File: config.mk
export PLATFORM = sky130hd
export DESIGN_NAME = wb_ram_arb
export DESIGN_NICKNAME = d
export VERILOG_FILES = /design/src/rtl/wb_ram_arb.sv
export SDC_FILE = /design/constraint.sdc
export NUM_CORES = 1
export LEC_CHECK = 0
export BUFFER_PORTS_ARGS = -buffer_cell sky130_fd_sc_hd__buf_2
export CAP_MARGIN = 25
export CORE_AREA = 2 2 123 125
export DETAILED_ROUTE_END_ITERATION = 7
export DIE_AREA = 0 0 125 127
export GPL_TIMING_DRIVEN = 1
export PLACE_DENSITY = 0.48
export SLEW_MARGIN = 20
export SYNTH_ARGS = -nofsm -noshare
export SYNTH_HDL_FRONTEND = slang
export SYNTH_SLANG_ARGS = --single-unit
File: constraint.sdc
create_clock -name wb_clk_i -period 1.1 [get_ports wb_clk_i]
set_input_delay 0.11 -clock wb_clk_i [delete_from_list [all_inputs] [get_ports wb_clk_i]]
set_output_delay 0.11 -clock wb_clk_i [all_outputs]
set_load 0.05 [all_outputs]
File: src/rtl/wb_ram_arb.sv
// rtl/wb_ram_arb.sv - two-master Wishbone arbiter sharing one wb_ram slave
// Optional round-robin contention resolution: define WB_RAM_ARB_RR_EN.
module wb_ram_arb #(
   parameter int AW = 32,
   parameter int DW = 32
) (
   input  logic            wb_clk_i,
   input  logic            wb_rst_i,
   input  logic            m0_cyc_i,
   input  logic            m0_stb_i,
   input  logic            m0_we_i,
   input  logic [DW/8-1:0] m0_sel_i,
   input  logic [AW-1:0]   m0_adr_i,
   input  logic [DW-1:0]   m0_dat_i,
   output logic [DW-1:0]   m0_dat_o,
   output logic            m0_ack_o,
   input  logic            m1_cyc_i,
   input  logic            m1_stb_i,
   input  logic            m1_we_i,
   input  logic [DW/8-1:0] m1_sel_i,
   input  logic [AW-1:0]   m1_adr_i,
   input  logic [DW-1:0]   m1_dat_i,
   output logic [DW-1:0]   m1_dat_o,
   output logic            m1_ack_o,
   output logic            s_cyc_o,
   output logic            s_stb_o,
   output logic            s_we_o,
   output logic [DW/8-1:0] s_sel_o,
   output logic [AW-1:0]   s_adr_o,
   output logic [DW-1:0]   s_dat_o,
   input  logic [DW-1:0]   s_dat_i,
   input  logic            s_ack_i
);

   typedef enum logic [1:0] {IDLE = 2'd0, GNT0 = 2'd1, GNT1 = 2'd2} state_t;

   state_t state, state_nxt;
   logic   last_grant;
   logic   pick1;

`ifdef WB_RAM_ARB_RR_EN
   assign pick1 = ~last_grant;
`else
   logic unused_last_grant;
   assign pick1             = 1'b0;
   assign unused_last_grant = last_grant;
`endif

   always_ff @(posedge wb_clk_i) begin
      if (wb_rst_i) begin
         state      <= IDLE;
         last_grant <= 1'b1;
      end else begin
         state <= state_nxt;
         if (state_nxt == GNT0 && state != GNT0)
            last_grant <= 1'b0;
         else if (state_nxt == GNT1 && state != GNT1)
            last_grant <= 1'b1;
      end
   end

   // A grant never moves while the slave is acking: the write commits in that cycle.
   always_comb begin
      state_nxt = state;
      case (state)
         IDLE: begin
            if (m0_cyc_i && m1_cyc_i)
               state_nxt = pick1 ? GNT1 : GNT0;
            else if (m0_cyc_i)
               state_nxt = GNT0;
            else if (m1_cyc_i)
               state_nxt = GNT1;
         end
         GNT0: begin
            if (!s_ack_i && !m0_cyc_i)
               state_nxt = m1_cyc_i ? GNT1 : IDLE;
         end
         GNT1: begin
            if (!s_ack_i && !m1_cyc_i)
               state_nxt = m0_cyc_i ? GNT0 : IDLE;
         end
         default: state_nxt = IDLE;
      endcase
   end

   always_comb begin
      s_cyc_o = 1'b0;
      s_stb_o = 1'b0;
      s_we_o  = 1'b0;
      s_sel_o = '0;
      s_adr_o = '0;
      s_dat_o = '0;
      case (state)
         GNT0: begin
            s_cyc_o = m0_cyc_i;
            s_stb_o = m0_stb_i;
            s_we_o  = m0_we_i;
            s_sel_o = m0_sel_i;
            s_adr_o = m0_adr_i;
            s_dat_o = m0_dat_i;
         end
         GNT1: begin
            s_cyc_o = m1_cyc_i;
            s_stb_o = m1_stb_i;
            s_we_o  = m1_we_i;
            s_sel_o = m1_sel_i;
            s_adr_o = m1_adr_i;
            s_dat_o = m1_dat_i;
         end
         default: ;
      endcase
   end

   assign m0_ack_o = s_ack_i & (state == GNT0);
   assign m1_ack_o = s_ack_i & (state == GNT1);
   assign m0_dat_o = s_dat_i;
   assign m1_dat_o = s_dat_i;

endmodule

==> results.sh, run 1 <==
export IMPL_cts_tree="built"
export IMPL_syn_avg_cell_area_um2=7.01
export IMPL_drtIter0Drc=57
export IMPL_synth_cells=251
export IMPL_path_buf_inv=3
export IMPL_min_path_type="input port to flip-flop"
export IMPL_cts_buffers=3
export IMPL_drive_gt1_frac=0.871
export IMPL_core_um2=14400
export IMPL_routed_via_density=4.14
export IMPL_path_clk_slew_ns=0.03
export IMPL_rsz0062_at_grt="true"
export IMPL_powerDensity_nw_per_um2=1900
export IMPL_clkSinkCount=2
export IMPL_largest_reg_flops=2
export IMPL_drc=0
export IMPL_critPathCaptureType="output pin"
export IMPL_top_regs="state (2)"
export IMPL_die_area_um2=15900
export IMPL_syn_nets=432
export IMPL_drtPass1Iterations=4
export IMPL_slew_violations=0
export IMPL_grt_pass1_vias=2568
export IMPL_grt_overflow=0
export IMPL_p_int_w=0.00379
export IMPL_grt_pass1_wl_mm=11.8
export IMPL_crit_type="flip-flop to output pin"
export IMPL_crit_chain="inv_4 > ha_4 > clkbuf_16 > a22oi_1 > nor2b_2 > buf_6"
export IMPL_fin_ws_ns=-0.518
export IMPL_relSlewSlack=0.821
export IMPL_netlist_area_um2=1760
export IMPL_cp_start_kind="flip-flop"
export IMPL_pin_count=314
export IMPL_portBuffers=217
export IMPL_cap_violations=0
export IMPL_gp_congestion=0.795
export IMPL_diodes=0
export IMPL_hold_viol=0
export IMPL_vias=2433
export IMPL_setup_viol=75
export IMPL_utilization=0.270
export IMPL_antenna_found_initial=0
export IMPL_clk_latency_ns=0.22
export IMPL_max_freq_mhz=618
export IMPL_die_w_um=125
export IMPL_crit_path_top_delay_cell="dfxtp_4"
export IMPL_grt_max_degree=37
export IMPL_failed_checks="setup timing"
export IMPL_cp_required_ns=0.99
export IMPL_power_total_w=0.00739
export IMPL_top_register="state"
export IMPL_final_common_cell="buf_2"
export IMPL_switchingPower_w=0.00360
export IMPL_period_share=1.47
export IMPL_avgRoutedWirePerCell_um=14.2
export IMPL_fin_area_um2=3890
export IMPL_wl_mm=8.33
export IMPL_skew_ns=0.00161
export IMPL_worstMarginPinSlew_ns=0.269
export IMPL_die_y_um=127
export IMPL_ys_ff_latch=2
export IMPL_yosysUniqueCellTypes=18
export IMPL_arrival_ns=1.51
export IMPL_pwr_share_seq=0.020
export IMPL_syn_to_final_growth_pct=121
export IMPL_cts_htree_levels=1
export IMPL_seq_area_frac_synth=0.0228
export IMPL_rows=44
export IMPL_crit_fanout=14
export IMPL_dpl_hpwl_mm=5.82
export IMPL_p_comb_frac=0.906
export IMPL_root_buffer="clkbuf_16"
export IMPL_ant_nets=0
export IMPL_min_period_ns=1.62
export IMPL_cts_hold_buf=0
export IMPL_placed_cell_area_um2=2990
export IMPL_cts_max_path_buffers=2
export IMPL_clkPwrFrac=0.074
export IMPL_layout_common_cells="144 x buf_2, 67 x buf_6, 45 x nor2b_2"
export IMPL_switching_share=0.488
export IMPL_synth_warnings=0
export IMPL_ir_drop_mv=0.604
export IMPL_status="finished with violations"
export IMPL_floorplan_initialDensity=0.122
export IMPL_track_usage=0.0868
export IMPL_cp_top_family="buffers and inverters"
export IMPL_nets=586
export IMPL_leakagePower_nw=1.58
export IMPL_critical_path_max_stage_delay_ns=0.35
==> Yosys cell counts <==
cell      number  area, um^2
a211o_1        1        8.76
a22oi_1       71         533
and2_1         2        12.5
buf_2         15        75.1
buf_4         64         480
clkbuf_1       8        30.0
dfxtp_1        2        40.0
ha_1           4        50.1
inv_1          2        7.51
mux2i_1        2        20.0
nand2_1        1        3.75
nand2b_1       2        12.5
nor2_1         1        3.75
nor2b_1       71         444
o211a_1        1        10.0
o21ai_0        2        10.0
or2b_1         1        7.51
or4b_1         1        10.0
==> final timing paths <==
check                                           start                     to  slack, ns  cells after the start
worst max register to register  state[0]$_SDFFE_PP0P_  state[0]$_SDFFE_PP0P_      -0.45                      6
worst min register to register  state[0]$_SDFFE_PP0P_  state[0]$_SDFFE_PP0P_       0.66                      3
worst max-delay path            state[1]$_SDFFE_PP0P_             s_dat_o[1]      -0.52                      6
worst min-delay path                         wb_rst_i  state[1]$_SDFFE_PP0P_       0.19                      3
==> area by class of cell <==
class                   count  area, um^2
clock buffers               3        75.1
fillers                  1518       10500
inverters                   2        12.5
multi-input cells         160        1640
flip-flops and latches      2        47.5
well taps                 184         230
repair buffers            236        1890
==> stage by stage <==
| step | instances | TNS (ns) | worst slack [ns] | hold slack [ns] |
|---|---|---|---|---|
| final | 587 | -36.67 | -0.518 | 0.194 |
| after global routing | 587 | -41.34 | -0.582 | 0.220 |
| after CTS | 582 | -36.31 | -0.530 | 0.196 |
| after detailed placement | 576 | -25.20 | -0.388 | 0.220 |
| after global placement | 576 | -23.66 | -0.387 | 0.220 |
| after floorplan | 251 | -26.50 | -0.401 | 0.274 |
==> kinds of logic after synthesis <==
family | count (synthesis) | synth area share
flops | 2 | 0.0228
buf+inv | 89 | 0.337
compound gates | 75 | 0.319
simple gates | 79 | 0.281
mux | 2 | 0.0114
fa+ha+maj | 4 | 0.0285
==> tightest hold or removal path, delay by kind of cell <==
family | cells | cell delay, ns
buffers and inverters | 1 | 0.10
multiplexers | 1 | 0.06
AO/OA/AOI/OAI | 1 | 0.09
==> power groups by stage <==
stage / combinational, W / sequential, W / clock (W)
after floorplan: 0.00456 / 0.000145 / 0
after global placement: 0.00509 / 0.000144 / 0
after detailed placement: 0.00521 / 0.000146 / 0
after CTS: 0.00622 / 0.000145 / 0.000557
after global routing: 0.00707 / 0.000147 / 0.000567
final: 0.00670 / 0.000145 / 0.000547
==> routing by layer <==
metal | wire [um] | global-route usage
met3 | 626 | 0.0159
met1 | 2890 | 0.0890
met5 | 0 | 0
met4 | 156 | 0.0242
met2 | 4660 | 0.178
==> timing repair <==
action	4_1_cts	5_1_grt
setup buffers	2	1
endpoints found under the setup margin	75	75
pin swaps	2	1
cloned	1	4
resized for setup	174	26
Note: power is estimated with default switching activity, not from simulation.
==> run 2, diff against run 1 <==
Settings changed: PLACE_DENSITY 0.48 to 0.41.
==> results.sh, run 2 (synthesis gave the netlist of run 1 again) <==
export IMPL_period_share=1.48
export IMPL_layout_common_cells="144 x buf_2, 72 x buf_6, 54 x a22oi_1"
export IMPL_skew_ns=0.00196
export IMPL_avgRoutedWirePerCell_um=14.5
export IMPL_grt_overflow=0
export IMPL_syn_to_final_growth_pct=112
export IMPL_seq_area_um2=47.5
export IMPL_power_total_w=0.00699
export IMPL_dpl_hpwl_mm=6.42
export IMPL_path_clk_slew_ns=0.03
export IMPL_worstMarginPinSlew_ns=0.276
export IMPL_cts_htree_levels=1
export IMPL_gp_congestion=0.756
export IMPL_routed_via_density=4.08
export IMPL_ant_nets=0
export IMPL_max_freq_mhz=616
export IMPL_failed_checks="setup timing"
export IMPL_drc=0
export IMPL_drive_gt1_frac=0.838
export IMPL_busiest_layer="met2"
export IMPL_cts_tree="built"
export IMPL_ir_drop_mv=0.557
export IMPL_status="finished with violations"
export IMPL_cts_max_path_buffers=2
export IMPL_use_met3=0.0163
export IMPL_track_usage=0.0920
export IMPL_top_register="state"
export IMPL_crit_fanout=33
export IMPL_setup_viol=75
export IMPL_path_buf_inv=3
export IMPL_leakagePower_nw=1.54
export IMPL_cp_start_kind="flip-flop"
export IMPL_met2_usage=0.185
export IMPL_grt_use_met1=0.0943
export IMPL_cts_hold_buf=0
export IMPL_slew_violations=0
export IMPL_die_y_um=127
export IMPL_critical_path_max_stage_delay_ns=0.36
export IMPL_pin_count=314
export IMPL_rr_startpoint="state[0]$_SDFFE_PP0P_"
export IMPL_placed_cell_area_um2=3010
export IMPL_die_w_um=125
export IMPL_portBuffers=217
export IMPL_min_path_type="input port to flip-flop"
export IMPL_top_regs="state (2)"
export IMPL_root_buffer="clkbuf_16"
export IMPL_clk_latency_ns=0.22
export IMPL_final_common_cell="buf_2"
export IMPL_grt_pass1_vias=2457
export IMPL_multi_input_area_um2=1530
export IMPL_drtPass1Iterations=4
export IMPL_cts_buffers=3
export IMPL_reg2reg_to="state[0]$_SDFFE_PP0P_"
export IMPL_diodes=0
export IMPL_largest_reg_flops=2
export IMPL_fin_ws_ns=-0.524
export IMPL_worstHoldStart="wb_rst_i"
export IMPL_hold_end="state[1]$_SDFFE_PP0P_"
export IMPL_wl_mm=8.48
export IMPL_drtIter0Drc=42
export IMPL_grt_pass1_wl_mm=12.2
export IMPL_reg2regPathDepth=6
export IMPL_grt_max_degree=42
export IMPL_relSlewSlack=0.816
export IMPL_cap_violations=0
export IMPL_nets=585
export IMPL_rsz0062_at_grt="true"
export IMPL_core_um2=14400
export IMPL_antenna_found_initial=0
export IMPL_critPathCaptureType="output pin"
export IMPL_min_path_cells=3
export IMPL_clkSinkCount=2
export IMPL_crit_chain="inv_4 > ha_4 > buf_12 > a22oi_1 > nor2b_4 > buf_6"
export IMPL_rows=44
export IMPL_fill_cells=1585
export IMPL_floorplan_initialDensity=0.122
export IMPL_crit_type="flip-flop to output pin"
export IMPL_min_period_ns=1.62
export IMPL_cp_required_ns=0.99
export IMPL_fin_area_um2=3730
export IMPL_vias=2389
export IMPL_hold_ws_ns=0.192
export IMPL_cp_top_family="buffers and inverters"
export IMPL_powerDensity_nw_per_um2=1870
export IMPL_die_area_um2=15900
export IMPL_hold_viol=0
export IMPL_r2r_slack_ns=-0.34
export IMPL_arrival_ns=1.51
export IMPL_crit_path_top_delay_cell="dfxtp_4"
==> run 2: changes by cell type in the layout (fill, tap and decap cells not counted), moves of 5 or more <==
cell and delta:
a22oi_1 +13, a22oi_2 -13, nor2b_2 +8, nor2b_4 -8, buf_6 +5, buf_8 -5
==> run 2: metal layers <==
metal	wire (um)	share of wire	up-vias
li1	-	-	1123
met1	2930	0.35	1087
met2	4710	0.56	161
met3	668	0.079	18
met4	172	0.020	0
met5	0	0	-
==> run 2: final cells by class <==
cell class / count / share of cell area
Multi-Input combinational cell: 160 / 0.410
Clock buffer: 3 / 0.0201
Tap cell: 184 / 0.0618
Inverter: 2 / 0.00336
Sequential cell: 2 / 0.0128
Timing Repair Buffer: 235 / 0.492
==> run 2: worst max path at each step <==
stage                                     start          end  slack [ns]  cells past startpoint
after floorplan           state[1]$_SDFFE_PP0P_   s_adr_o[0]       -0.40                      4
after global placement    state[1]$_SDFFE_PP0P_  s_dat_o[30]       -0.35                      5
after detailed placement  state[1]$_SDFFE_PP0P_  s_dat_o[30]       -0.36                      5
after CTS                 state[1]$_SDFFE_PP0P_   s_sel_o[0]       -0.53                      5
after global routing      state[0]$_SDFFE_PP0P_   s_sel_o[0]       -0.59                      6
final                     state[0]$_SDFFE_PP0P_   s_dat_o[6]       -0.52                      6
==> run 2: stage by stage <==
step	TNS [ns]	util	cells	setup WS, ns
final	-35.75	0.258	586	-0.524
after detailed placement	-23.85	0.209	579	-0.358
after global placement	-23.43	0.209	579	-0.351
after CTS	-35.63	0.246	584	-0.527
after global routing	-41.20	0.258	586	-0.591
after floorplan	-26.50	-	251	-0.401
==> run 2: report_power, final <==
part | internal [W] | total (W) | switching, W | leakage, nW
registers | 0.000106 | 0.000145 | 0.0000389 | 0.0178
logic | 0.00297 | 0.00630 | 0.00333 | 1.48
clock network | 0.000462 | 0.000539 | 0.0000772 | 0.0370
total | 0.00354 | 0.00699 | 0.00345 | 1.54
==> run 2: timing repair <==
action,4_1_cts,5_1_grt
pin swaps,2,0
resized for setup,142,31
setup buffers,2,0
setup endpoints to repair,75,75
gates cloned,0,2
==> run 2: worst reg2reg max path, cell delays in order (launching register included) <==
cell	delay [ns]
dfxtp_4	0.35
inv_4	0.07
ha_4	0.20
buf_6	0.12
nor2_2	0.03
or4b_1	0.46
mux2i_1	0.14
==> run 3, diff against run 2 <==
Settings changed: PLACE_DENSITY 0.41 to 0.4.
Clock period 1.1 ns to 2.02 ns, I/O delays scaled along.
==> results.sh, run 3 (synthesis gave the netlist of run 1 again) <==
export IMPL_p_int_w=0.00118
export IMPL_cts_hold_buf=0
export IMPL_min_path_cells=3
export IMPL_root_buffer="clkbuf_16"
export IMPL_diodes=0
export IMPL_skew_ns=0.00331
export IMPL_final_common_cell="buf_2"
export IMPL_placed_cell_area_um2=2590
export IMPL_grt_pass1_wl_mm=10.2
export IMPL_syn_to_final_growth_pct=54.2
export IMPL_die_area_um2=15900
export IMPL_nets=573
export IMPL_cp_required_ns=1.82
export IMPL_powerDensity_nw_per_um2=1030
export IMPL_drc=0
export IMPL_crit_type="flip-flop to output pin"
export IMPL_cts_htree_levels=1
export IMPL_switching_share=0.575
export IMPL_drtPass1Iterations=4
export IMPL_r2r_slack_ns=0.37
export IMPL_cts_setup_buffers=0
export IMPL_cts_tree="built"
export IMPL_crit_chain="inv_1 > ha_2 > clkbuf_16 > nor2b_1 > buf_2"
export IMPL_dpl_hpwl_mm=5.20
export IMPL_ant_nets=0
export IMPL_clk_latency_ns=0.22
export IMPL_slew_violations=0
export IMPL_ir_drop_mv=0.499
export IMPL_track_usage=0.0753
export IMPL_drive_gt1_frac=0.587
export IMPL_routed_via_density=3.99
export IMPL_grt_overflow=0
export IMPL_min_period_ns=1.92
export IMPL_multi_input_area_um2=1130
export IMPL_setup_viol=0
export IMPL_gp_congestion=0.790
export IMPL_crit_fanout=35
export IMPL_ctsResizeCount=0
export IMPL_max_freq_mhz=520
export IMPL_hold_ws_ns=0.307
export IMPL_relSlewSlack=0.814
export IMPL_cts_buffers=3
export IMPL_period_share=0.952
export IMPL_cap_violations=0
export IMPL_antenna_found_initial=0
export IMPL_vias=2288
export IMPL_min_path_type="input port to flip-flop"
export IMPL_rr_startpoint="state[0]$_SDFFE_PP0P_"
export IMPL_clkSinkCount=2
export IMPL_final_cells=574
export IMPL_hold_end="state[0]$_SDFFE_PP0P_"
export IMPL_status="completed"
export IMPL_cts_max_path_buffers=2
export IMPL_arrival_ns=1.72
export IMPL_seq_area_um2=40.0
export IMPL_worstHoldStart="wb_rst_i"
export IMPL_fin_setup_tns_ns=0
export IMPL_pwr_share_seq=0.023
export IMPL_cp_top_family="buffers and inverters"
export IMPL_rows=44
export IMPL_die_w_um=125
export IMPL_pin_count=314
export IMPL_grt_max_degree=72
export IMPL_drtIter0Drc=78
export IMPL_wl_mm=7.19
export IMPL_dp_cells=570
export IMPL_largest_reg_flops=2
export IMPL_floorplan_initialDensity=0.122
export IMPL_crit_path_top_delay_cell="ha_2"
export IMPL_avgRoutedWirePerCell_um=12.5
export IMPL_critPathCaptureType="output pin"
export IMPL_leakagePower_nw=1.31
export IMPL_core_um2=14400
export IMPL_switchingPower_w=0.00160
export IMPL_cp_start_kind="flip-flop"
export IMPL_reg2regPathDepth=6
export IMPL_grt_pass1_vias=2207
export IMPL_top_regs="state (2)"
export IMPL_top_register="state"
export IMPL_clkPwrFrac=0.107
export IMPL_critical_path_max_stage_delay_ns=0.39
export IMPL_worstMarginPinSlew_ns=0.278
export IMPL_die_y_um=127
export IMPL_path_clk_slew_ns=0.03
export IMPL_fill_cells=1638
export IMPL_portBuffers=217
export IMPL_fin_area_um2=2710
export IMPL_p_comb_frac=0.870
export IMPL_hold_viol=0
export IMPL_reg2reg_to="state[0]$_SDFFE_PP0P_"
export IMPL_path_buf_inv=3
export IMPL_layout_common_cells="206 x buf_2, 71 x a22oi_1, 71 x nor2b_1"
-- run 3: layout make-up --
cell class	count	share of cell area
Clock buffer	3	0.0277
Inverter	2	0.00277
Multi-Input combinational cell	160	0.418
Sequential cell	2	0.0148
Tap cell	184	0.0849
Timing Repair Buffer	223	0.452
-- run 3: how the worst max path moves through the flow --
stage / endpoint / cells after the start / slack (ns) / startpoint
after floorplan: s_adr_o[0] / 4 / 0.09 / state[0]$_SDFFE_PP0P_
after global placement: s_dat_o[17] / 5 / 0.28 / state[1]$_SDFFE_PP0P_
after detailed placement: s_dat_o[17] / 5 / 0.26 / state[0]$_SDFFE_PP0P_
after CTS: s_dat_o[17] / 5 / 0.02 / state[0]$_SDFFE_PP0P_
after global routing: s_adr_o[0] / 5 / -0.02 / state[0]$_SDFFE_PP0P_
final: s_adr_o[4] / 5 / 0.1 / state[1]$_SDFFE_PP0P_
-- run 3: metal layers --
| layer | GRT usage | vias up | routed length (um) |
|---|---|---|---|
| li1 | - | 1097 | - |
| met1 | 0.0708 | 1022 | 2500 |
| met4 | 0.0235 | 0 | 161 |
| met5 | 0 | - | 0 |
| met3 | 0.0163 | 27 | 712 |
| met2 | 0.159 | 142 | 3820 |
-- run 3: metrics by stage --
step	utilization	power (W)	worst slack [ns]
global placement	0.179	0.00236	0.276
global route	0.188	0.00300	-0.0161
detailed placement	0.179	0.00240	0.255
CTS	0.185	0.00270	0.0231
finish	0.188	0.00279	0.0962
floorplan	-	0.00213	0.0871
-- run 3: power groups by stage --
| stage | logic [W] | registers, W | clock network [W] |
|---|---|---|---|
| 6_report | 0.00243 | 0.0000637 | 0.000300 |
| 4_1_cts | 0.00234 | 0.0000637 | 0.000302 |
| 3_3_place_gp | 0.00229 | 0.0000630 | 0 |
| 3_5_place_dp | 0.00233 | 0.0000641 | 0 |
| 2_1_floorplan | 0.00207 | 0.0000616 | 0 |
| 5_1_grt | 0.00262 | 0.0000670 | 0.000311 |
-- run 3: worst register-to-register path: cells and delay by family, from the launching register on --
kind,cells,cell delay [ns]
adders and majority gates,1,0.22
muxes,1,0.16
and+or+nand+nor,2,0.54
DFF,1,0.32
buffers and inverters,2,0.33
